===== src/rtl/rf_pkg.sv =====
// Shared definitions for the register-file write arbiter.
//   RF_ADDR_W       : register address width
//   RF_NREG         : number of register entries (2**RF_ADDR_W)
//   RF_DATA_W       : write data width
//   RF_STARVE_LIMIT : cycles port B may wait with a non-empty buffer before a stall
//   arb_state_e     : arbiter FSM encoding
package rf_pkg;

  localparam int RF_ADDR_W       = 6;
  localparam int RF_NREG         = 64;
  localparam int RF_DATA_W       = 32;
  localparam int RF_STARVE_LIMIT = 4;

  typedef enum logic {
    NORMAL = 1'b0,
    STALL  = 1'b1
  } arb_state_e;

endpackage


===== src/rtl/dec6x64.sv =====
// 6-to-64 one-hot decoder with enable.
//   en   : when low the output is all zeros
//   addr : index of the bit to set
//   dec  : one-hot result
module dec6x64 (
  input  logic        en,
  input  logic [5:0]  addr,
  output logic [63:0] dec
);

  always_comb begin
    dec = '0;
    if (en) dec[addr] = 1'b1;
  end

endmodule


===== src/rtl/rf_wr_fifo2.sv =====
// Two-entry write buffer for the long-latency port.
// Slot 0 is always the head; slot 1 is only valid when slot 0 is, so when the
// head is removed (pop or invalidate) the second entry slides forward.
//   clk, reset         : clock, asynchronous active-high reset (clears valid bits)
//   push, push_addr/data: append an entry (caller guarantees occ < 2)
//   pop                : remove the head
//   inv_en, inv_addr   : drop every valid entry whose address equals inv_addr
//   head_vld/addr/data : current head entry
//   occ                : number of valid entries (0..2)
module rf_wr_fifo2
  import rf_pkg::*;
#(
  parameter int ADDR_W = RF_ADDR_W,
  parameter int DATA_W = RF_DATA_W
) (
  input  logic              clk,
  input  logic              reset,
  input  logic              push,
  input  logic [ADDR_W-1:0] push_addr,
  input  logic [DATA_W-1:0] push_data,
  input  logic              pop,
  input  logic              inv_en,
  input  logic [ADDR_W-1:0] inv_addr,
  output logic              head_vld,
  output logic [ADDR_W-1:0] head_addr,
  output logic [DATA_W-1:0] head_data,
  output logic [1:0]        occ
);

  logic [1:0]        vld_q, vld_d, keep;
  logic [ADDR_W-1:0] addr_q [2];
  logic [ADDR_W-1:0] addr_d [2];
  logic [DATA_W-1:0] data_q [2];
  logic [DATA_W-1:0] data_d [2];

  always_comb begin
    for (int i = 0; i < 2; i++) begin
      keep[i] = vld_q[i] && !(inv_en && (addr_q[i] == inv_addr));
    end
    keep[0] = keep[0] && !pop;

    vld_d  = keep;
    addr_d = addr_q;
    data_d = data_q;

    // Head gone but tail survives: tail becomes the new head.
    if (!keep[0] && keep[1]) begin
      addr_d[0] = addr_q[1];
      data_d[0] = data_q[1];
      vld_d     = 2'b01;
    end

    if (push) begin
      if (!vld_d[0]) begin
        addr_d[0] = push_addr;
        data_d[0] = push_data;
        vld_d[0]  = 1'b1;
      end else if (!vld_d[1]) begin
        addr_d[1] = push_addr;
        data_d[1] = push_data;
        vld_d[1]  = 1'b1;
      end
    end
  end

  always_ff @(posedge clk or posedge reset) begin
    if (reset) vld_q <= 2'b00;
    else       vld_q <= vld_d;
  end

  always_ff @(posedge clk) begin
    addr_q <= addr_d;
    data_q <= data_d;
  end

  assign head_vld  = vld_q[0];
  assign head_addr = addr_q[0];
  assign head_data = data_q[0];
  assign occ       = {1'b0, vld_q[0]} + {1'b0, vld_q[1]};

endmodule


===== src/rtl/rf_write_arbiter.sv =====
// Arbitrates the single register-file write port between the writeback stage
// (port A, priority, no backpressure) and a long-latency unit (port B,
// valid/ready into a 2-entry buffer). A starvation counter forces a one-cycle
// pipeline stall so buffered B writes always drain.
//   clk, reset       : clock, asynchronous active-high reset
//   a_valid/addr/data: writeback request
//   b_valid/addr/data: long-latency request, b_ready = buffer not full
//   rf_we            : registered one-hot write enable (never bit 0)
//   rf_waddr/wdata   : registered address/data of the last granted write
//   stall_pipe       : registered; writeback must hold a_valid low while high
//   err_collide      : sticky; a_valid seen while stall_pipe was high
module rf_write_arbiter
  import rf_pkg::*;
#(
  parameter int ADDR_W       = RF_ADDR_W,
  parameter int NREG         = RF_NREG,
  parameter int DATA_W       = RF_DATA_W,
  parameter int STARVE_LIMIT = RF_STARVE_LIMIT
) (
  input  logic              clk,
  input  logic              reset,
  input  logic              a_valid,
  input  logic [ADDR_W-1:0] a_addr,
  input  logic [DATA_W-1:0] a_data,
  input  logic              b_valid,
  output logic              b_ready,
  input  logic [ADDR_W-1:0] b_addr,
  input  logic [DATA_W-1:0] b_data,
  output logic [NREG-1:0]   rf_we,
  output logic [ADDR_W-1:0] rf_waddr,
  output logic [DATA_W-1:0] rf_wdata,
  output logic              stall_pipe,
  output logic              err_collide
);

  localparam int CNT_W = $clog2(STARVE_LIMIT + 1);
  localparam logic [CNT_W-1:0] CNT_MAX  = CNT_W'(STARVE_LIMIT);
  localparam logic [CNT_W-1:0] CNT_TRIG = CNT_W'(STARVE_LIMIT - 1);

  logic              head_vld;
  logic [ADDR_W-1:0] head_addr;
  logic [DATA_W-1:0] head_data;
  logic [1:0]        occ;
  logic              push, b_grant, starve;

  logic              win_vld_p0, we_en_p0;
  logic [ADDR_W-1:0] win_addr_p0;
  logic [DATA_W-1:0] win_data_p0;
  logic [63:0]       dec_p0;

  logic [NREG-1:0]   we_p1;
  logic [ADDR_W-1:0] waddr_p1;
  logic [DATA_W-1:0] wdata_p1;
  logic              err_q, collide_set;

  arb_state_e        state_q, state_d;
  logic [CNT_W-1:0]  cnt_q, cnt_d;

  // ---- p0: buffer, grant selection and decode ----
  assign b_ready = (occ != 2'd2);
  assign push    = b_valid && b_ready;
  assign b_grant = !a_valid && head_vld;
  assign starve  = head_vld && !b_grant;

  rf_wr_fifo2 #(
    .ADDR_W (ADDR_W),
    .DATA_W (DATA_W)
  ) u_fifo (
    .clk       (clk),
    .reset     (reset),
    .push      (push),
    .push_addr (b_addr),
    .push_data (b_data),
    .pop       (b_grant),
    .inv_en    (a_valid),   // A is program-later: its write kills older B writes to the same reg
    .inv_addr  (a_addr),
    .head_vld  (head_vld),
    .head_addr (head_addr),
    .head_data (head_data),
    .occ       (occ)
  );

  always_comb begin
    win_vld_p0  = a_valid || b_grant;
    win_addr_p0 = a_valid ? a_addr : head_addr;
    win_data_p0 = a_valid ? a_data : head_data;
    // $zero is never written, but the grant still consumes the request.
    we_en_p0    = win_vld_p0 && (win_addr_p0 != '0);
  end

  dec6x64 u_dec (
    .en   (we_en_p0),
    .addr (win_addr_p0[5:0]),
    .dec  (dec_p0)
  );

  always_comb begin
    cnt_d = '0;
    if (starve) cnt_d = (cnt_q < CNT_MAX) ? cnt_q + 1'b1 : cnt_q;
  end

  always_ff @(posedge clk or posedge reset) begin
    if (reset) cnt_q <= '0;
    else       cnt_q <= cnt_d;
  end

  // FSM state register
  always_ff @(posedge clk or posedge reset) begin
    if (reset) state_q <= NORMAL;
    else       state_q <= state_d;
  end

  // FSM next state. The ">=" keeps a saturated counter able to re-trigger a
  // stall if the previous one was lost to a collision.
  always_comb begin
    state_d = state_q;
    case (state_q)
      NORMAL:  if (starve && (cnt_q >= CNT_TRIG)) state_d = STALL;
      STALL:   state_d = NORMAL;
      default: state_d = NORMAL;
    endcase
  end

  // FSM outputs
  always_comb begin
    stall_pipe  = (state_q == STALL);
    collide_set = (state_q == STALL) && a_valid;
  end

  // ---- p1: registered write port ----
  always_ff @(posedge clk or posedge reset) begin
    if (reset) begin
      we_p1    <= '0;
      waddr_p1 <= '0;
      wdata_p1 <= '0;
      err_q    <= 1'b0;
    end else begin
      we_p1 <= dec_p0[NREG-1:0];
      if (win_vld_p0) begin
        waddr_p1 <= win_addr_p0;
        wdata_p1 <= win_data_p0;
      end
      if (collide_set) err_q <= 1'b1;
    end
  end

  assign rf_we       = we_p1;
  assign rf_waddr    = waddr_p1;
  assign rf_wdata    = wdata_p1;
  assign err_collide = err_q;

endmodule

===== config.mk =====
export PLATFORM = sky130hd
export DESIGN_NAME = rf_write_arbiter
export DESIGN_NICKNAME = d
export VERILOG_FILES = /design/src/rtl/rf_pkg.sv /design/src/rtl/dec6x64.sv /design/src/rtl/rf_wr_fifo2.sv /design/src/rtl/rf_write_arbiter.sv
export SDC_FILE = /design/constraint.sdc
export NUM_CORES = 1
export LEC_CHECK = 0
export BUFFER_PORTS_ARGS = -buffer_cell sky130_fd_sc_hd__buf_2
export CORE_ASPECT_RATIO = 0.6
export CORE_MARGIN = 8
export CORE_UTILIZATION = 53
export CTS_CLUSTER_SIZE = 24
export DETAILED_ROUTE_END_ITERATION = 10
export GPL_TIMING_DRIVEN = 0
export HOLD_SLACK_MARGIN = 0.06
export PLACE_DENSITY = 0.79
export REMOVE_ABC_BUFFERS = 1
export SETUP_SLACK_MARGIN = 0.4
export SYNTH_ARGS = -nofsm -noshare
export SYNTH_HDL_FRONTEND = slang
export SYNTH_HIERARCHICAL = 1
export SYNTH_SLANG_ARGS = --single-unit

===== constraint.sdc =====
create_clock -name clk -period 5.28 [get_ports clk]
set_clock_uncertainty 0.15 [all_clocks]
set_input_delay 1.584 -clock clk [delete_from_list [all_inputs] [get_ports clk]]
set_output_delay 1.584 -clock clk [all_outputs]
set_load 0.005 [all_outputs]

==> results of run 1 <==
-- worst min path at each step --
stage | start | end | slack, ps | depth (start not counted)
after floorplan | u_fifo/head_data[28] | u_fifo/head_data[28] | 300 | 1
after global placement | err_collide | err_collide | 280 | 1
after detailed placement | err_collide | err_collide | 290 | 1
after CTS | err_collide | err_collide | 310 | 1
after global routing | err_collide | err_collide | 340 | 1
final | err_collide | err_collide | 310 | 1
-- cell usage in the layout (no fill, tap or decap), types with 5 or more instances in the layout --
master	n
sky130_fd_sc_hd__a2bb2oi_1	37
sky130_fd_sc_hd__buf_2	183
sky130_fd_sc_hd__clkbuf_16	17
sky130_fd_sc_hd__dfrtp_1	108
sky130_fd_sc_hd__dfxtp_1	38
sky130_fd_sc_hd__edfxtp_1	38
sky130_fd_sc_hd__mux2_2	10
sky130_fd_sc_hd__mux2i_1	71
sky130_fd_sc_hd__nand2_1	35
sky130_fd_sc_hd__nand2b_1	40
sky130_fd_sc_hd__nand4bb_1	5
sky130_fd_sc_hd__nor2_1	60
sky130_fd_sc_hd__nor3_1	6
sky130_fd_sc_hd__o21ai_0	32
sky130_fd_sc_hd__xnor2_1	7
sky130_fd_sc_hd__xor2_1	7
-- registers in the layout (all words and copies together) (netlist names) --
signal / count
cnt_q: 3
stall_pipe: 1
u_fifo/head_addr: 6
rf_waddr: 6
err_collide: 1
rf_we: 64
u_fifo/head_data: 32
u_fifo/data_q: 32
u_fifo/vld_q: 2
rf_wdata: 32
u_fifo/addr_q: 6
-- power breakdown --
part | leakage, nW | internal (mW) | switching (mW)
sequential | 2.10 | 1.88 | 0.216
combinational | 2.09 | 0.780 | 0.877
clock | 0.261 | 0.618 | 0.558
total | 4.45 | 3.28 | 1.65
-- cell families after synthesis --
| group | after synthesis |
|---|---|
| flip-flops | 185 |
| buffers and inverters | 81 |
| AO/OA/AOI/OAI | 80 |
| AND/OR/NAND/NOR | 177 |
| multiplexers | 83 |
| adder cells (fa/ha/maj) | 3 |
| XOR/XNOR | 14 |
-- metal layers --
| metal | routed length [um] | up-vias | GRT usage [%] |
|---|---|---|---|
| met3 | 1541 | 11 | 6.182 |
| met4 | 153 | 0 | 4.632 |
| met1 | 8065 | 2581 | 25.69 |
| met5 | 0 | - | 0 |
| li1 | - | 2412 | - |
| met2 | 8390 | 167 | 31.47 |
-- stage by stage --
step / TNS (ps) / instances / hold slack (ps) / setup slack (ps) / instance area, sq um
4_1_cts: 0 / 970 / 308.4 / 870.8 / 9107
2_1_floorplan: -62890 / 546 / 296.3 / -1065 / 7188
3_5_place_dp: -1563 / 938 / 293.4 / -48.15 / 8562
5_1_grt: 0 / 970 / 344.3 / 625.9 / 9107
6_report: 0 / 971 / 312.1 / 865.4 / 9110
3_3_place_gp: -332530 / 928 / 283.4 / -4153 / 8357
-- layout make-up --
class,instances,area [sq um]
Fill cell,1110,5226
Sequential cell,185,4631
Clock inverter,13,110.1
Multi-Input combinational cell,357,2575
Timing Repair Buffer,194,1094
Clock buffer,19,432.9
Tap cell,198,247.7
Inverter,4,17.52
Antenna cell,1,2.502
==> results.md, run 1 <==
Placed design
• **count of port buffers added during placement** 184
• **RD Place Congestion** 0.7576
• **placed wire-length estimate** 13070 um

Timing
• **final worst-path cycle share** 83.61%
• **time the final worst path needs with I/O delays and setup** 4415 ps
• **pins over their slew limit** 0
• **Fmax achieved** 226.5 MHz
• **actual slew at the worst max-slew pin** 1008 ps
• **tightest slew margin relative to the limit** 32.54%
• **unrepaired setup endpoints after global routing** false
• **Final setup violation count** 0
• **Hold Violations, Final** 0

Clock network
• **cell at the root of the clock tree** sky130_fd_sc_hd__clkbuf_16
• **number of buffers on the longest clock path** 2
• **Setup Buffers After CTS** 0
• **number of resized instances in the post-cts repair step** 1
• **clock-pin slew of the registers on the worst-case setup and hold paths** 70 ps
• **clock latency reported for the late side of the worst-skew pair** 410 ps
• **# H-tree levels** 4
• **TritonCTS clock tree** yes
• **number of buffers added by the clock tree synthesis step** 17
• **count of hold buffers inserted by post-cts repair** 0
• **sink count of the clock tree** 185

Synthesis
• **area leader, netlist** sky130_fd_sc_hd__dfrtp_1
• **Synth Area per Inst** 12.33 sq um
• **Main synth FF type** sky130_fd_sc_hd__dfrtp_1
• **ranking of synthesized cells by instance count** sky130_fd_sc_hd__dfrtp_1 (109), sky130_fd_sc_hd__mux2i_1 (71), sky130_fd_sc_hd__nor2_1 (61)
• **most instantiated library cell after synthesis** sky130_fd_sc_hd__dfrtp_1
• **Netlist Area Pre-Place** 7679 sq um
• **number of enable flip-flop cells after synthesis** 38
• **share of flip-flops with an asynchronous set or reset after synthesis** 58.92%
• **proportion of netlist area held by the largest area contributor** 35.52%
• **number of distinct library cells after synthesis** 45
• **Synth area leaders** sky130_fd_sc_hd__dfrtp_1 (36%), sky130_fd_sc_hd__edfxtp_1 (15%), sky130_fd_sc_hd__dfxtp_1 (9.9%)
• **Compound-Gate Fraction of Synth Area** 7.691%
• **simple logic cell fraction of the synthesized area** 12.24%
• **main combinational cell family by area after synthesis** simple AND/OR/NAND/NOR gates
• **synthesized-area fraction occupied by xor and xnor cells** 1.597%
• **instance count of the mapped netlist** 623
• **#FFs+latches synth** 185
• **count of warnings emitted by yosys** 6
• **multiplexer fraction of the synthesized cell area** 11.11%
• **part of the Yosys area used for sequential elements** 60.29%
• **share of synthesized cell area in full adder, half adder and majority cells** 0.4888%

Layout
• **Total Nets Final** 842
• **Syn-to-layout area delta** 18.64%
• **share of post-route cells with drive strength above 1** 31.99%
• **Layout Utilization** 63.55%

Setup path
• **WS Path Type** input pin to flip-flop
• **R2R Path Start** u_fifo/vld_q[0]
• **timing startpoint of the critical path** a_valid
• **list of cells traversed by the critical path** buf_4 -> nand4_1 -> o41ai_4 -> buf_8 -> a21boi_4 -> buf_16 -> a2bb2oi_1
• **cell family with most CP delay** compound AO/OA/AOI/OAI gates
• **critical path depth in cells** 7
• **crit path max fanout** 78
• **kind of launch point of the worst setup path** input pin
• **depth of the most critical reg-to-reg path** 7
• **capturing instance or port of the critical path** u_fifo/head_data[2]
• **Worst EP required** 5460 ps
• **crit end category** flip-flop
• **register-to-register setup slack** 2150 ps
• **arrival time at the worst endpoint** 4600 ps
• **delay of the slowest cell on the worst path** 880 ps
• **buffers plus inverters on the worst setup path** 3
• **slowest library cell on the worst path** sky130_fd_sc_hd__o41ai_4
• **worst reg2reg endpoint** u_fifo/head_data[2]

Global routing
• **sum of overflow across all layers after global routing** 0
• **antenna violations before repair** 0
• **wire length of the first global-routing pass** 28700 um
• **GRT Total Usage** 19.56%
• **via count of the first global-routing pass** 5384
• **maximum number of pins on one net before global-route repair** 79

Floorplanning
• **core region area** 14340 sq um
• **full die area** 18720 sq um
• **number of I/O pins** 185
• **floorplan die height** 109.2 um
• **Chip Width** 171.4 um
• **Cell Rows** 34
• **Initial Util** 53.56%

Drt
• **WL per Instance** 18.69 um
• **router iterations before antenna repair** 7
• **total length of routed wires** 18150 um
• **detailed-route via count** 5171
• **post-route antenna net violation count** 0
• **violation count after the first detailed-route iteration** 350
• **Vias/cell** 5.325
• **DRC violation count after routing** 0

Pwr
• **leakage power total** 4.445 nW
• **power density over the cells** 541.4 nW/um^2
• **VDD IR-drop max** 0.0002507 V
• **post-layout total power** 4.932 mW

Outcome
• **status** completed

Min path
• **path type of the worst min-delay path** flip-flop to flip-flop

Flow run
• **maxcap violations** 0

Power figures use the tool's default switching activity.
==> inputs of run 2 (changes only) <==
--- a/config.mk
+++ b/config.mk
@@ -5,15 +5,16 @@
 export SDC_FILE = /design/constraint.sdc
 export NUM_CORES = 1
 export LEC_CHECK = 0
+export ABC_AREA = 1
 export BUFFER_PORTS_ARGS = -buffer_cell sky130_fd_sc_hd__buf_2
 export CORE_ASPECT_RATIO = 0.6
 export CORE_MARGIN = 8
-export CORE_UTILIZATION = 53
+export CORE_UTILIZATION = 48
 export CTS_CLUSTER_SIZE = 24
 export DETAILED_ROUTE_END_ITERATION = 10
 export GPL_TIMING_DRIVEN = 0
 export HOLD_SLACK_MARGIN = 0.06
-export PLACE_DENSITY = 0.79
+export PLACE_DENSITY = 0.76
 export REMOVE_ABC_BUFFERS = 1
 export SETUP_SLACK_MARGIN = 0.4
 export SYNTH_ARGS = -nofsm -noshare
==> constraint.sdc (replaced) <==
create_clock -name clk -period 3.8 [get_ports clk]
set_clock_uncertainty 0.15 [all_clocks]
set_input_delay 1.14 -clock clk [delete_from_list [all_inputs] [get_ports clk]]
set_output_delay 1.14 -clock clk [all_outputs]
set_load 0.005 [all_outputs]
==> run 2 against run 1 <==
  * Via count up 19%
  * Final cell count up 28%
  * Core utilization down 5.6 points
  * Sequential power up 37%
  * Combinational power up 33%
  * Clock power up 61%
  * Clock-buffer cell count up 3
  * Register-to-register slack worse by 1300 ps
  * Highest routed layer is now met5
==> results.md, run 2 <==
Drt
• **violation count after the first detailed-route iteration** 421, +20%
• **metal3 WL** 1834 um, +19%
• **highest routing layer actually used** met5
• **router iterations before antenna repair** 5, -2
• **detailed-route via count** 6156, +19%
• **Vias/cell** 4.941, -7.2%
• **post-route antenna net violation count** 0, unchanged
• **WL per Instance** 16.59 um, -11%
• **DRC violation count after routing** 0, unchanged
• **sum of routed wire segments on met1** 9653 um, +20%
• **met2 WL** 8965 um, +6.9%
• **total length of routed wires** 20680 um, +14%

Synthesis
• **most instantiated library cell after synthesis** sky130_fd_sc_hd__nand2_1
• **Compound-Gate Fraction of Synth Area** 1.613%, -6.1 points
• **Main synth FF type** sky130_fd_sc_hd__dfrtp_1
• **Synth Area per Inst** 8.795 sq um, -29%
• **#FFs+latches synth** 185, unchanged
• **area leader, netlist** sky130_fd_sc_hd__dfrtp_1
• **count of warnings emitted by yosys** 6, unchanged
• **multiplexer fraction of the synthesized cell area** 0%, -11 points
• **instance count of the mapped netlist** 882, +42%
• **share of synthesized cell area in full adder, half adder and majority cells** 0.4839%, -0.0050 points
• **share of flip-flops with an asynchronous set or reset after synthesis** 58.92%, unchanged
• **part of the Yosys area used for sequential elements** 59.68%, -0.61 points
• **number of enable flip-flop cells after synthesis** 38, unchanged
• **ranking of synthesized cells by instance count** sky130_fd_sc_hd__nand2_1 (273), sky130_fd_sc_hd__nand3_1 (125), sky130_fd_sc_hd__dfrtp_1 (109)
• **number of distinct library cells after synthesis** 26, -42%
• **main combinational cell family by area after synthesis** simple AND/OR/NAND/NOR gates
• **simple logic cell fraction of the synthesized area** 26.61%, +14 points
• **Netlist Area Pre-Place** 7757 sq um, +1.0%
• **proportion of netlist area held by the largest area contributor** 35.16%, -0.36 points
• **synthesized-area fraction occupied by xor and xnor cells** 0%, -1.6 points
• **Synth area leaders** sky130_fd_sc_hd__dfrtp_1 (35%), sky130_fd_sc_hd__edfxtp_1 (15%), sky130_fd_sc_hd__nand2_1 (13%)

Layout
• **Fillers** 1428, +29%
• **FF/Latch Area** 4629 sq um, about the same
• **non-filler instance count after layout** 1246, +28%
• **number of flip-flops in the largest register** 64, unchanged
• **multi-input logic area** 2296 sq um, -11%
• **Total Nets Final** 1106, +31%
• **Syn-to-layout area delta** 19.71%
• **share of post-route cells with drive strength above 1** 23.17%, -8.8 points
• **commonest non-fill, non-tap cell in the layout** sky130_fd_sc_hd__nand2_1
• **commonest non-fill, non-tap cells in the layout** sky130_fd_sc_hd__nand2_1 (272), sky130_fd_sc_hd__buf_2 (183), sky130_fd_sc_hd__nand3_1 (125)

Global routing
• **antenna violations before repair** 3, +3
• **wire length of the first global-routing pass** 32420 um, +13%
• **GRT Total Usage** 20.06%, +0.49 points
• **maximum number of pins on one net before global-route repair** 74, -6.3%
• **via count of the first global-routing pass** 5955, +11%
• **sum of overflow across all layers after global routing** 0, unchanged

Setup path
• **arrival time at the worst endpoint** 3380 ps, -1220 ps
• **depth of the most critical reg-to-reg path** 7, unchanged
• **list of cells traversed by the critical path** buf_6 -> inv_1 -> a21oi_1 -> nand3_1 -> o21ai_2 -> nand3_4 -> inv_6 -> nand2_1 -> nand2_1
• **delay of the slowest cell on the worst path** 440 ps, -440 ps
• **kind of launch point of the worst setup path** input pin
• **buffers plus inverters on the worst setup path** 3, unchanged
• **Most Frequent Cell on Critical Path** sky130_fd_sc_hd__nand2_1
• **crit path max fanout** 43, -45%
• **register-to-register setup slack** 850 ps, -1300 ps
• **R2R Path Start** u_fifo/vld_q[0]
• **crit end category** flip-flop
• **WS Path Type** input pin to flip-flop
• **Worst EP required** 4010 ps, -1450 ps
• **cell family with most CP delay** buffers and inverters
• **slowest library cell on the worst path** sky130_fd_sc_hd__inv_6
• **worst reg2reg endpoint** u_fifo/head_data[19]

Clock network
• **# H-tree levels** 4, unchanged
• **clock latency reported for the late side of the worst-skew pair** 420 ps, about the same
• **sink count of the clock tree** 185, unchanged
• **TritonCTS clock tree** yes
• **cell at the root of the clock tree** sky130_fd_sc_hd__clkbuf_16
• **clock-pin slew of the registers on the worst-case setup and hold paths** 70 ps, about the same
• **number of buffers on the longest clock path** 2, unchanged
• **number of buffers added by the clock tree synthesis step** 17, unchanged

Floorplanning
• **floorplan die height** 114.5 um, +4.8%
• **full die area** 20620 sq um, +10%
• **Initial Util** 48.38%, -5.2 points
• **number of I/O pins** 185, unchanged
• **Chip Width** 180.1 um, +5.1%
• **core region area** 16040 sq um, +12%
• **Cell Rows** 36, +5.9%

Min path
• **startpoint of the lowest-slack hold path** err_collide
• **hold-critical path depth** 1, unchanged
• **path type of the worst min-delay path** flip-flop to flip-flop
• **Worst Hold Path EP** err_collide

Placed design
• **RD Place Congestion** 0.7947, +4.9%
• **placed wire-length estimate** 13340 um, +2.1%
• **count of port buffers added during placement** 184, unchanged
• **count of placed standard cells including taps** 1203, +28%
• **worst slack, placed** -2234 ps, -2186 ps

Timing
• **unrepaired setup endpoints after global routing** false
• **final worst-path cycle share** 83.33%
• **worst setup slack after layout** 633.4 ps, -232.0 ps
• **Post-Route Hold Slack** 310.6 ps, -1.422 ps
• **pins over their slew limit** 0, unchanged
• **Hold Violations, Final** 0, unchanged
• **time the final worst path needs with I/O delays and setup** 3167 ps
• **Final setup violation count** 0, unchanged
• **actual slew at the worst max-slew pin** 1191 ps, +182.3 ps
• **Fmax achieved** 315.8 MHz
• **tightest slew margin relative to the limit** 20.56%, -12 points

Pwr
• **leakage power total** 4.998 nW, +12%
• **post-layout total power** 6.978 mW, +41%
• **VDD IR-drop max** 0.0002960 V, +18%
• **power density over the cells** 751.4 nW/um^2, +39%

Flow run
• **maxcap violations** 0, unchanged

Outcome
• **status** completed

## run 2: cell types whose count changed after synthesis, moves of 37 or more
| cell | delta |
|---|---|
| sky130_fd_sc_hd__nand2b_1 | -40 |
| sky130_fd_sc_hd__nand2_1 | +238 |
| sky130_fd_sc_hd__inv_1 | +95 |
| sky130_fd_sc_hd__nand3_1 | +122 |
| sky130_fd_sc_hd__a2bb2oi_1 | -37 |
| sky130_fd_sc_hd__mux2i_1 | -71 |
## run 2: repair_timing
action                                  4_1_cts  5_1_grt
setup buffers                                 2        3
hold buffers                                  0        0
gates resized for setup                       7        1
pin swaps                                     3        2
endpoints found under the setup margin       78       38
cloned                                        4        1
## run 2: logic make-up after synthesis
group,Yosys count
simple gates,497
compound gates,19
flops,185
fa+ha+maj,3
buf+inv,178
## run 2: worst max path at each step
stage          startpoint                   end  slack (ps)  cells past startpoint
6_report          a_valid  u_fifo/head_data[19]         630                      9
5_1_grt           a_valid             rf_we[23]         430                     10
4_1_cts           a_valid  u_fifo/head_data[19]         390                      9
3_5_place_dp      a_valid  u_fifo/head_data[19]       -2230                     11
3_3_place_gp      a_valid      u_fifo/data_q[0]       -3150                     10
2_1_floorplan     a_valid      u_fifo/addr_q[0]        -800                      8
## run 2: routing by layer
layer,global-route usage [%],vias up
met2,30.41,238
met4,5.811,4
met3,5.989,21
met5,0,-
li1,-,3008
met1,27.52,2885
## run 2: area by class of cell
class                           count  area share (%)
Timing Repair Buffer              192           11.33
Antenna cell                        1         0.02695
Inverter                          103           4.338
Multi-Input combinational cell    523           24.72
Tap cell                          209           2.816
Clock buffer                       22           5.241
Sequential cell                   185           49.85
Clock inverter                     10           1.617
Timing Repair inverter              1         0.05389
## run 2: per-stage QoR
step	cell area [sq um]	setup TNS [ps]	util (%)
after floorplan	7248	-76400	-
after global placement	8431	-397350	52.57
after detailed placement	8523	-126900	53.15
after CTS	9234	0	57.58
after global routing	9286	0	57.91
final	9286	0	57.91
## run 2: where the power goes
part	internal (mW)	total (mW)	switching [mW]	leakage, nW
Combinational	0.754	2.21	1.45	2.58
Clock	1.13	1.90	0.773	0.308
Sequential	2.62	2.87	0.252	2.11
Total	4.50	6.98	2.48	5.00
==> inputs of run 3 (changes only) <==
==> constraint.sdc (replaced) <==
create_clock -name clk -period 2.6 [get_ports clk]
set_clock_uncertainty 0.15 [all_clocks]
set_input_delay 0.78 -clock clk [delete_from_list [all_inputs] [get_ports clk]]
set_output_delay 0.78 -clock clk [all_outputs]
set_load 0.005 [all_outputs]
==> run 3 against run 2 <==
  * Flip-flop and latch count unchanged
  * Die area unchanged
  * Cell area increased by 8.5%
  * Worst setup slack got worse by 280 ps
==> results.md, run 3 (synthesized netlist as in run 2, its figures left out) <==
Pwr
• **switching power of the nets** 4.081 mW, +65%
• **VDD IR-drop max** 0.0004740 V, +60%
• **internal cell power** 7.205 mW, +60%
• **fraction of power spent switching nets** 36.16%, +0.65 points
• **post-layout total power** 11.29 mW, +62%
• **Logic pwr share** 38.0%, +6.4 points
• **power density over the cells** 1120 nW/um^2, +49%
• **leakage power total** 5.341 nW, +6.9%
• **share of power burned in registers** 37.2%, -3.9 points
• **share of power burned in the clock network** 24.8%, -2.5 points

Floorplanning
• **core region area** 16040 sq um, unchanged
• **Initial Util** 48.38%, unchanged
• **number of I/O pins** 185, unchanged
• **floorplan die height** 114.5 um, unchanged
• **full die area** 20620 sq um, unchanged
• **Chip Width** 180.1 um, unchanged
• **Cell Rows** 36, unchanged

Timing
• **Hold Violations, Final** 0, unchanged
• **pins over their slew limit** 0, unchanged
• **Post-Route Hold Slack** 85.57 ps, -225.1 ps
• **unrepaired setup endpoints after global routing** true
• **final worst-path cycle share** 86.30%
• **time the final worst path needs with I/O delays and setup** 2244 ps
• **Final setup violation count** 0, unchanged
• **tightest slew margin relative to the limit** 60.03%, +39 points
• **Fmax achieved** 445.7 MHz
• **actual slew at the worst max-slew pin** 599.6 ps, -591.2 ps

Placed design
• **count of port buffers added during placement** 184, unchanged
• **placed wire-length estimate** 13340 um, unchanged
• **RD Place Congestion** 0.7947, unchanged

Setup path
• **worst reg2reg endpoint** u_fifo/data_q[19]
• **crit end category** output pin
• **depth of the most critical reg-to-reg path** 11, +4
• **timing startpoint of the critical path** u_fifo/vld_q[0]
• **WS Path Type** flip-flop to output pin
• **Worst EP required** 1670 ps, -2340 ps
• **register-to-register setup slack** 480 ps, -370 ps
• **kind of launch point of the worst setup path** flip-flop
• **arrival time at the worst endpoint** 1310 ps, -2070 ps
• **crit path max fanout** 2, -95%
• **R2R Path Start** u_fifo/vld_q[0]

Outcome
• **status** completed

Layout
• **Total Nets Final** 1157, +4.6%
• **FF/Latch Area** 4631 sq um, about the same
• **number of flip-flops in the largest register** 64, unchanged
• **commonest non-fill, non-tap cell in the layout** sky130_fd_sc_hd__nand2_1
• **commonest non-fill, non-tap cells in the layout** sky130_fd_sc_hd__nand2_1 (261), sky130_fd_sc_hd__buf_2 (181), sky130_fd_sc_hd__nand3_1 (123)
• **share of post-route cells with drive strength above 1** 29.16%, +6.0 points
• **Syn-to-layout area delta** 29.87%
• **multi-input logic area** 2486 sq um, +8.3%
• **Fillers** 1336, -6.4%

Global routing
• **antenna violations before repair** 3, unchanged
• **wire length of the first global-routing pass** 34980 um, +7.9%
• **via count of the first global-routing pass** 6238, +4.8%
• **GRT Total Usage** 22.02%, +2.0 points
• **met1 track demand over resource in global routing** 30.66%, +3.1 points
• **met3 usage in global routing** 6.052%, +0.063 points
• **sum of overflow across all layers after global routing** 0, unchanged
• **met2 demand-to-capacity share in global routing** 33.25%, +2.8 points
• **layer with the highest usage after global routing** met2
• **maximum number of pins on one net before global-route repair** 74, unchanged

Clock network
• **clock-pin slew of the registers on the worst-case setup and hold paths** 70 ps, about the same
• **clock latency reported for the late side of the worst-skew pair** 430 ps, about the same
• **# H-tree levels** 4, unchanged
• **count of hold buffers inserted by post-cts repair** 0, unchanged
• **cell at the root of the clock tree** sky130_fd_sc_hd__clkbuf_16
• **sink count of the clock tree** 185, unchanged
• **number of buffers added by the clock tree synthesis step** 17, unchanged
• **number of buffers on the longest clock path** 2, unchanged
• **TritonCTS clock tree** yes

Drt
• **Vias/cell** 5.070, +2.6%
• **post-route antenna net violation count** 0, unchanged
• **WL per Instance** 18.05 um, +8.8%
• **router iterations before antenna repair** 7, +2
• **DRC violation count after routing** 0, unchanged
• **detailed-route via count** 6576, +6.8%
• **violation count after the first detailed-route iteration** 612, +45%
• **total length of routed wires** 23420 um, +13%

Flow run
• **maxcap violations** 0, unchanged

Min path
• **path type of the worst min-delay path** input pin to asynchronous set/reset pin

[run 3: critical path: stages (launching register included)]
cell and delay (ps):
sky130_fd_sc_hd__dfrtp_2 430, sky130_fd_sc_hd__ha_4 240, sky130_fd_sc_hd__inv_2 60, sky130_fd_sc_hd__nand2_2 50, sky130_fd_sc_hd__buf_6 110
[run 3: worst max-delay path by stage]
stage	endpoint	slack, ps	cells after the start
floorplan	u_fifo/addr_q[0]	-1640	8
global placement	u_fifo/data_q[0]	-3990	10
detailed placement	u_fifo/head_data[19]	-3070	11
CTS	b_ready	350	4
global route	b_ready	310	4
finish	b_ready	360	4
[run 3: layer usage]
metal | up-vias | wire [um]
met2 | 279 | 10320
met4 | 4 | 285
met5 | - | 35
li1 | 3117 | -
met3 | 34 | 2056
met1 | 3142 | 10720
[run 3: repair_timing]
action | CTS | global route
resized for setup | 41 | 25
buffers inserted | 31 | 15
endpoints found under the setup margin | 175 | 136
gates cloned | 12 | 3
pin swaps | 16 | 17
[run 3: layout make-up]
class / count / area share [%]
diodes: 1 / 0.02484
clock buffers: 22 / 4.831
clock inverters: 10 / 1.490
inverters: 103 / 4.136
multi-input cells: 526 / 24.68
flip-flops and latches: 185 / 45.96
well taps: 209 / 2.596
repair buffers: 239 / 16.05
repair inverters: 2 / 0.2360
[run 3: power groups by stage]
stage	logic, mW	registers, mW	clock network [mW]
final	4.29	4.20	2.80
after global routing	4.70	4.28	2.95
after global placement	2.83	4.23	0
after detailed placement	2.99	4.24	0
after floorplan	1.85	4.23	0
after CTS	3.85	4.19	2.83
[run 3: stage by stage]
| step | setup slack [ps] | std cells | utilization, % | setup TNS [ps] | area (sq um) |
|---|---|---|---|---|---|
| 6_report | 356.2 | 1297 | 62.83 | 0 | 10070 |
| 3_3_place_gp | -3994 | 1200 | 52.57 | -609400 | 8431 |
| 3_5_place_dp | -3074 | 1203 | 53.15 | -254310 | 8523 |
| 2_1_floorplan | -1636 | 807 | - | -230120 | 7248 |
| 5_1_grt | 312.9 | 1297 | 62.83 | 0 | 10070 |
| 4_1_cts | 349.5 | 1278 | 61.03 | 0 | 9786 |
